File: config.mk
export PLATFORM = sky130hd
export DESIGN_NAME = svga_timing_seq
export DESIGN_NICKNAME = d
export VERILOG_FILES = /design/src/rtl/svga_timing_pkg.sv /design/src/rtl/svga_timing_seq_seg_counter.sv /design/src/rtl/svga_timing_seq.sv
export SDC_FILE = /design/constraint.sdc
export NUM_CORES = 1
export LEC_CHECK = 0
export BUFFER_PORTS_ARGS = -buffer_cell sky130_fd_sc_hd__buf_2
export CAP_MARGIN = 10
export CORE_UTILIZATION = 42
export DETAILED_ROUTE_END_ITERATION = 10
export GPL_TIMING_DRIVEN = 0
export HOLD_SLACK_MARGIN = 0.15
export REMOVE_ABC_BUFFERS = 1
export SLEW_MARGIN = 20
export SYNTH_ARGS = -nofsm -noshare
export SYNTH_HDL_FRONTEND = slang
export SYNTH_SLANG_ARGS = --single-unit
File: constraint.sdc
create_clock -name sys_clk -period 2.45 [get_ports sys_clk]
set_input_delay 0.3675 -clock sys_clk [delete_from_list [all_inputs] [get_ports sys_clk]]
set_output_delay 0.3675 -clock sys_clk [all_outputs]
set_load 0.03 [all_outputs]
File: src/rtl/svga_timing_pkg.sv
// Shared constants for the SVGA raster sequencer: the segment state encoding,
// the 800x600@60 default timing and the coordinate width.
package svga_timing_pkg;

    localparam int CW = 11;

    localparam logic [1:0] ST_SYNC   = 2'b00;
    localparam logic [1:0] ST_BP     = 2'b01;
    localparam logic [1:0] ST_ACTIVE = 2'b10;
    localparam logic [1:0] ST_FP     = 2'b11;

    localparam int DEF_H_SYNC   = 128;
    localparam int DEF_H_BP     = 88;
    localparam int DEF_H_ACTIVE = 800;
    localparam int DEF_H_FP     = 40;
    localparam int DEF_V_SYNC   = 4;
    localparam int DEF_V_BP     = 23;
    localparam int DEF_V_ACTIVE = 600;
    localparam int DEF_V_FP     = 1;

    // The encoding is chosen so that the segment cycle is a plain 2-bit increment.
    function automatic logic [1:0] next_seg(input logic [1:0] s);
        return s + 2'b01;
    endfunction

endpackage

File: src/rtl/svga_timing_seq_seg_counter.sv
// One raster axis: a SYNC/BP/ACTIVE/FP state machine driven by a down-counter
// that reloads (segment length - 1) on every state entry.
module svga_seg_counter #(
    parameter int W = svga_timing_pkg::CW
) (
    input  logic            sys_clk,
    input  logic            reset,
    input  logic            adv,
    input  logic [3:0][W:0] lengths,
    output logic [1:0]      state,
    output logic            tc
);
    import svga_timing_pkg::*;

    logic [3:0][W-1:0] load_val;
    logic [1:0]        state_q, state_d;
    logic [W-1:0]      cnt_q, cnt_d;

    // Lengths may equal 2^W, so they arrive one bit wider; length-1 always fits W bits.
    for (genvar gi = 0; gi < 4; gi++) begin : g_load
        assign load_val[gi] = W'(lengths[gi] - (W+1)'(1));
    end

    assign tc    = (cnt_q == '0);
    assign state = state_q;

    always_comb begin
        state_d = state_q;
        cnt_d   = cnt_q;
        if (adv) begin
            if (tc) begin
                state_d = next_seg(state_q);
                cnt_d   = load_val[state_d];
            end else begin
                cnt_d = cnt_q - W'(1);
            end
        end
    end

    always_ff @(posedge sys_clk) begin
        if (reset) begin
            state_q <= ST_SYNC;
            cnt_q   <= load_val[ST_SYNC];
        end else begin
            state_q <= state_d;
            cnt_q   <= cnt_d;
        end
    end

endmodule

File: src/rtl/svga_timing_seq.sv
// SVGA raster timing sequencer: horizontal and vertical segment machines plus
// active-area coordinate counters and sync/blank/strobe decode.
module svga_timing_seq #(
    parameter int H_SYNC   = svga_timing_pkg::DEF_H_SYNC,
    parameter int H_BP     = svga_timing_pkg::DEF_H_BP,
    parameter int H_ACTIVE = svga_timing_pkg::DEF_H_ACTIVE,
    parameter int H_FP     = svga_timing_pkg::DEF_H_FP,
    parameter int V_SYNC   = svga_timing_pkg::DEF_V_SYNC,
    parameter int V_BP     = svga_timing_pkg::DEF_V_BP,
    parameter int V_ACTIVE = svga_timing_pkg::DEF_V_ACTIVE,
    parameter int V_FP     = svga_timing_pkg::DEF_V_FP,
    parameter int CW       = svga_timing_pkg::CW
) (
    input  logic          sys_clk,
    input  logic          reset,
    input  logic          pix_en,
    output logic          hsync,
    output logic          vsync,
    output logic          blank_n,
    output logic          end_line,
    output logic          end_frame,
    output logic [CW-1:0] pixel_x,
    output logic [CW-1:0] pixel_y
);
    import svga_timing_pkg::*;

    localparam int LW = CW + 1;

    logic [3:0][CW:0] h_len, v_len;
    logic [1:0]       h_state, v_state;
    logic             h_tc, v_tc;
    logic [CW-1:0]    px_q, px_d, py_q, py_d;

    assign h_len[ST_SYNC]   = LW'(H_SYNC);
    assign h_len[ST_BP]     = LW'(H_BP);
    assign h_len[ST_ACTIVE] = LW'(H_ACTIVE);
    assign h_len[ST_FP]     = LW'(H_FP);
    assign v_len[ST_SYNC]   = LW'(V_SYNC);
    assign v_len[ST_BP]     = LW'(V_BP);
    assign v_len[ST_ACTIVE] = LW'(V_ACTIVE);
    assign v_len[ST_FP]     = LW'(V_FP);

    svga_seg_counter #(.W(CW)) u_h_seg (
        .sys_clk (sys_clk),
        .reset   (reset),
        .adv     (pix_en),
        .lengths (h_len),
        .state   (h_state),
        .tc      (h_tc)
    );

    // V advances on the same edge as the H FP->SYNC wrap, so each new line
    // already starts in its new vertical segment.
    svga_seg_counter #(.W(CW)) u_v_seg (
        .sys_clk (sys_clk),
        .reset   (reset),
        .adv     (end_line),
        .lengths (v_len),
        .state   (v_state),
        .tc      (v_tc)
    );

    assign end_line  = pix_en && h_tc && (h_state == ST_FP);
    assign end_frame = end_line && v_tc && (v_state == ST_FP);

    always_comb begin
        px_d = px_q;
        py_d = py_q;
        if (pix_en) begin
            if (h_tc && h_state == ST_BP) begin
                px_d = '0;
            end else if (h_state == ST_ACTIVE) begin
                px_d = px_q + CW'(1);
            end
        end
        if (end_line) begin
            if (v_tc && v_state == ST_BP) begin
                py_d = '0;
            end else if (v_state == ST_ACTIVE) begin
                py_d = py_q + CW'(1);
            end
        end
    end

    always_ff @(posedge sys_clk) begin
        if (reset) begin
            px_q <= '0;
            py_q <= '0;
        end else begin
            px_q <= px_d;
            py_q <= py_d;
        end
    end

    // Coordinate registers run one past the last pixel on exit; the mask hides that.
    assign hsync   = (h_state != ST_SYNC);
    assign vsync   = (v_state != ST_SYNC);
    assign blank_n = (h_state == ST_ACTIVE) && (v_state == ST_ACTIVE);
    assign pixel_x = (h_state == ST_ACTIVE) ? px_q : '0;
    assign pixel_y = (v_state == ST_ACTIVE) ? py_q : '0;

endmodule

* Yosys cells after proc, flatten, opt, wreduce, memory -nomap -nowiden
Index checks and enable logic that the tools add are counted.
** Cells by class
- $lt $le $gt $ge :: 2
- $add $sub $neg :: 6
- Multiplexer cells :: 12
- Eq/ne operators :: 6
- Reduce and logical (&&, ||, !) cells :: 17
** Operators with widths (number)
- 11-bit two-way mux :: 10
- 11-bit binary-select mux with 2-bit select :: 2
- 11-bit by 1-bit adder with 11-bit output, second input constant :: 2
- 11-bit zero test :: 2
- 11-bit by 1-bit subtractor with 11-bit output, second input constant :: 2
- 2-bit == test, second input constant :: 4
- 2-bit AND reduction :: 4
- 2-bit nonzero test :: 4
- 1-bit logical AND :: 7
- 2-bit by 3-bit less-than comparator with 1-bit output, second input constant :: 2
- 2-bit by 1-bit adder with 2-bit output, second input constant :: 2
- 2-bit by 1-bit == test with 1-bit output, second input constant :: 2
** Storage, ports and cells
- Logic and storage cells :: 49
- Bits in registers :: 48
- Input port bits :: 3
- Output and inout bits :: 27

* Logic depth before layout (Yosys ltp)
- Depth after elaboration :: 5
- Depth in mapped cells :: 8
- Gate-level depth less buffers :: 6

* By module
Synthesis repeated with hierarchy kept, for this count alone.
** Unflattened totals
- Cell total of the unflattened synthesis :: 625
- Area total of the unflattened synthesis :: 5227.5 um^2
** Modules (own cells, without submodules)
- svga_seg_counter :: area an instance 1949.4 um^2, seq. area each 370.4 um^2, instances 2, cells an instance 233
- svga_timing_seq :: area an instance 1328.8 um^2, seq. area each 440.4 um^2, instances 1, cells an instance 159

* Worst setup path before layout
OpenSTA, ideal clock, no wires.
- Path type :: reg-to-output
- Start point :: register u_h_seg.cnt_q[0]
- End point :: output end_frame
- Path slack :: 9 ps
- Required time :: 2082 ps
- Stages on the path, launching flop included :: 7
- Data arrival time :: 2073 ps
- Buffers on the path :: 0
- Cells stage by stage :: dfxtp_1 > inv_1 > ha_1 > nor4b_4 > nand4_1 > nor2_1 > and3_1
** On the way
- Cells in the longest elaborated chain, start to end :: 5
** Ends and longest elaborated chain
- start, declared :: RTL line svga_timing_seq_seg_counter.sv:17 : logic [W-1:0] cnt_q, cnt_d;
- start signal, assigned :: RTL line svga_timing_seq_seg_counter.sv:43 : cnt_q <= load_val[ST_SYNC];
- start signal, assigned :: RTL line svga_timing_seq_seg_counter.sv:46 : cnt_q <= cnt_d;
- 11-bit zero test :: RTL line svga_timing_seq_seg_counter.sv:24 : assign tc = (cnt_q == '0);
- 1-bit logical AND (2 in series) :: RTL line svga_timing_seq.sv:63 : assign end_line = pix_en && h_tc && (h_state == ST_FP);
- net end_line :: RTL line svga_timing_seq.sv:20 : output logic end_line,
- 1-bit logical AND (2 in series) :: RTL line svga_timing_seq.sv:64 : assign end_frame = end_line && v_tc && (v_state == ST_FP);
- end, declared :: RTL line svga_timing_seq.sv:21 : output logic end_frame,
The timed path passes the listed nets, and every way through them passes these cells.

* Final worst setup path
- Start point :: register u_v_seg.cnt_q[0]
- End point :: output end_frame
** On the way
- Cells in the longest elaborated chain, start to end :: 3
** Ends and longest elaborated chain (RTL line)
- start, declared :: svga_timing_seq_seg_counter.sv:17
- start signal, assigned :: svga_timing_seq_seg_counter.sv:43
- start signal, assigned :: svga_timing_seq_seg_counter.sv:46
- 11-bit zero test :: svga_timing_seq_seg_counter.sv:24
- 1-bit logical AND (2 in series) :: svga_timing_seq.sv:64
No other way between the ends.

==> metrics.yaml <==
status: "complete, no violations"
pre_cts_ws_ns: -0.6276
grt.total_usage_pct: 19.89
initial_core_util_pct: 44.06
drc: 0
synth.yosys.seq_area_share_pct: 31.58
cts_sinks: 48
synthArstFlopShare_pct: 0
nets: 410
die-area_sq_um: 7589
drive_gt1_share_pct: 16.79
mostFrequentLayoutCells: "48 x dfxtp_1, 29 x buf_2, 25 x and2_1, 25 x nand3_1, 24 x nand2_1"
place_area_sq_um: 3202
synth_edf_count: 0
num_rows: 30
clkTransAtPathRegs_ns: 0.10
fin_crit_ns: 2.320
layout_commonest_cell: "dfxtp_1"
final_area_sq_um: 3481
drt_wl_total_mm: 7.152
slew_violations: 0
die-width_um: 87.12
yosys.cell_types.count: 60
timing.fmax_mhz: 431.0
ioPinCount: 30
post-dp-hpwl_mm: 4.568
cts_tree: "done"
tns_ns: 0
via_count: 2806
crit_fanout: 14
syn_avg_cell_area_sq_um: 8.202
irDropWorstVdd_uv: 304.8
cap_violations: 0
syn_inst: 371
grt_overflow: 0
ant_nets: 0
p_leak_nw: 1.344
setup_viol_count_final: 0
ys_ff_latch: 48
n_antenna_cell: 0
h-tree-depth: 2
core_sq_um: 6907
yosys_warnings: 0
gp_congestion: 0.7318
worstPathArrival_ns: 1.95
root_buffer: "clkbuf_8"
io_buffer_count: 29
grt_pass1_wl_mm: 11.99
tightestPinTransition_ns: 0.7423
grt_antenna_before_repair: 0
hp-class: "in -> reg"
synth_flop_cell: "dfxtp_1"
clk_path_buf_depth: 2
grt_max_degree: 38
vias_per_cell: 5.738
cp.required_ns: 2.08
area_growth_pct: 14.39
relSlewSlack_pct: 50.13
grt_pass1_vias: 2475
wl_per_cell_um: 14.63
clk_latency_ns: 0.31
drtIter0Drc: 135
cp-end-kind: "output port"
postCtsHoldBufs: 0
rsz0062_at_grt: "no"
hold_viol_final: 0
netlist_area_sq_um: 3043
power_density_nw_per_um2: 469.4
setup_ws_ns: 0.1300
fin_skew_ns: 0.007755
cts_buffers: 5
firstDrtPassIters: 4
crit_type: "reg -> out"
period_share_pct: 94.69
chipHeight_um: 87.12
startpoint_type: "register"
-- synth_stat cells (3+ instances only) --
library cell / n / area [sq um]
and4_1: 4 / 35.03
nor3b_1: 3 / 22.52
dfxtp_1: 48 / 960.9
o2bb2ai_1: 3 / 26.28
o32ai_1: 4 / 35.03
and2_1: 25 / 156.4
and3_1: 4 / 25.02
o21ai_0: 15 / 75.07
nor4_1: 8 / 50.05
a211oi_1: 6 / 45.04
or3_1: 5 / 31.28
inv_1: 17 / 63.81
a21oi_1: 19 / 95.09
ha_1: 15 / 187.7
mux2i_1: 19 / 190.2
nor3_1: 8 / 40.04
nand4_1: 14 / 87.58
buf_2: 4 / 20.02
nor2_1: 22 / 82.58
nand3_1: 25 / 125.1
clkbuf_1: 18 / 67.56
nand2_1: 24 / 90.09
nand3b_1: 8 / 60.06
o211ai_1: 6 / 45.04
-- logic make-up after synthesis --
kind of cell	synth area share, %
XOR/XNOR	1.152
adder cells (fa/ha/maj)	6.168
multiplexers	6.620
buffers and inverters	5.715
AO/OA/AOI/OAI	17.93
flip-flops	31.58
AND/OR/NAND/NOR	30.84
-- power breakdown --
group          switching (W)  internal [W]
sequential        0.00000630      0.000784
combinational      0.0000344     0.0000162
clock               0.000283      0.000510
total               0.000324       0.00131
-- flip-flops by register name, summed over array words and instances (netlist names) --
register / count
px_q: 11
py_q: 11
u_h_seg.cnt_q: 11
u_h_seg.state: 2
u_v_seg.cnt_q: 11
u_v_seg.state: 2
-- metal layers --
layer | vias to the layer above | wire length, um | global-route usage (%)
met5 | - | 0 | 0
met4 | 0 | 69 | 5.067
met3 | 6 | 198 | 3.507
met2 | 37 | 3463 | 32.43
met1 | 1339 | 3420 | 27.21
li1 | 1424 | - | -
-- area by class of cell --
class | instances | area [sq um]
Clock buffer | 5 | 68.82
Clock inverter | 3 | 90.09
Fill cell | 699 | 3426
Inverter | 18 | 67.56
Multi-Input combinational cell | 281 | 1961
Sequential cell | 48 | 960.9
Tap cell | 96 | 120.1
Timing Repair Buffer | 38 | 212.7
-- worst paths after layout --
kind / start / to / slack (ns) / depth (start not counted)
worst max-delay path: u_v_seg.cnt_q[0]$_SDFFE_PP1P_ / end_frame / 0.13 / 6
worst min-delay path: pix_en / u_h_seg.cnt_q[5]$_SDFFE_PP1P_ / 0.44 / 3
worst max register to register: u_v_seg.cnt_q[0]$_SDFFE_PP1P_ / py_q[2]$_SDFFE_PP0P_ / 0.33 / 6
worst min register to register: px_q[10]$_SDFFE_PP0P_ / px_q[10]$_SDFFE_PP0P_ / 0.48 / 2
-- through the flow --
stage	hold WS, ns	util, %	instances	power, W
6_report	0.4415	50.40	489	0.001634
5_1_grt	0.4393	50.40	489	0.001699
4_1_cts	0.4253	49.91	487	0.001653
3_5_place_dp	0.4693	46.36	471	0.0008571
3_3_place_gp	0.4600	46.36	471	0.0008557
2_1_floorplan	0.4366	-	346	0.0008348
-- worst max-delay path: stages (launching register included) --
cell and delay, ns:
dfxtp_1 0.33, inv_1 0.11, ha_1 0.15, nor3b_2 0.34
and3_4 0.35, and3_1 0.18, buf_2 0.19
-- what timing repair did --
| action | CTS | global route |
|---|---|---|
| setup buffers | 7 | 2 |
| pin swaps | 2 | 1 |
| cloned | 1 | 0 |
| setup endpoints to repair | 22 | 12 |
| resized for setup | 7 | 4 |
No activity file was read; power rests on OpenSTA's default activity.
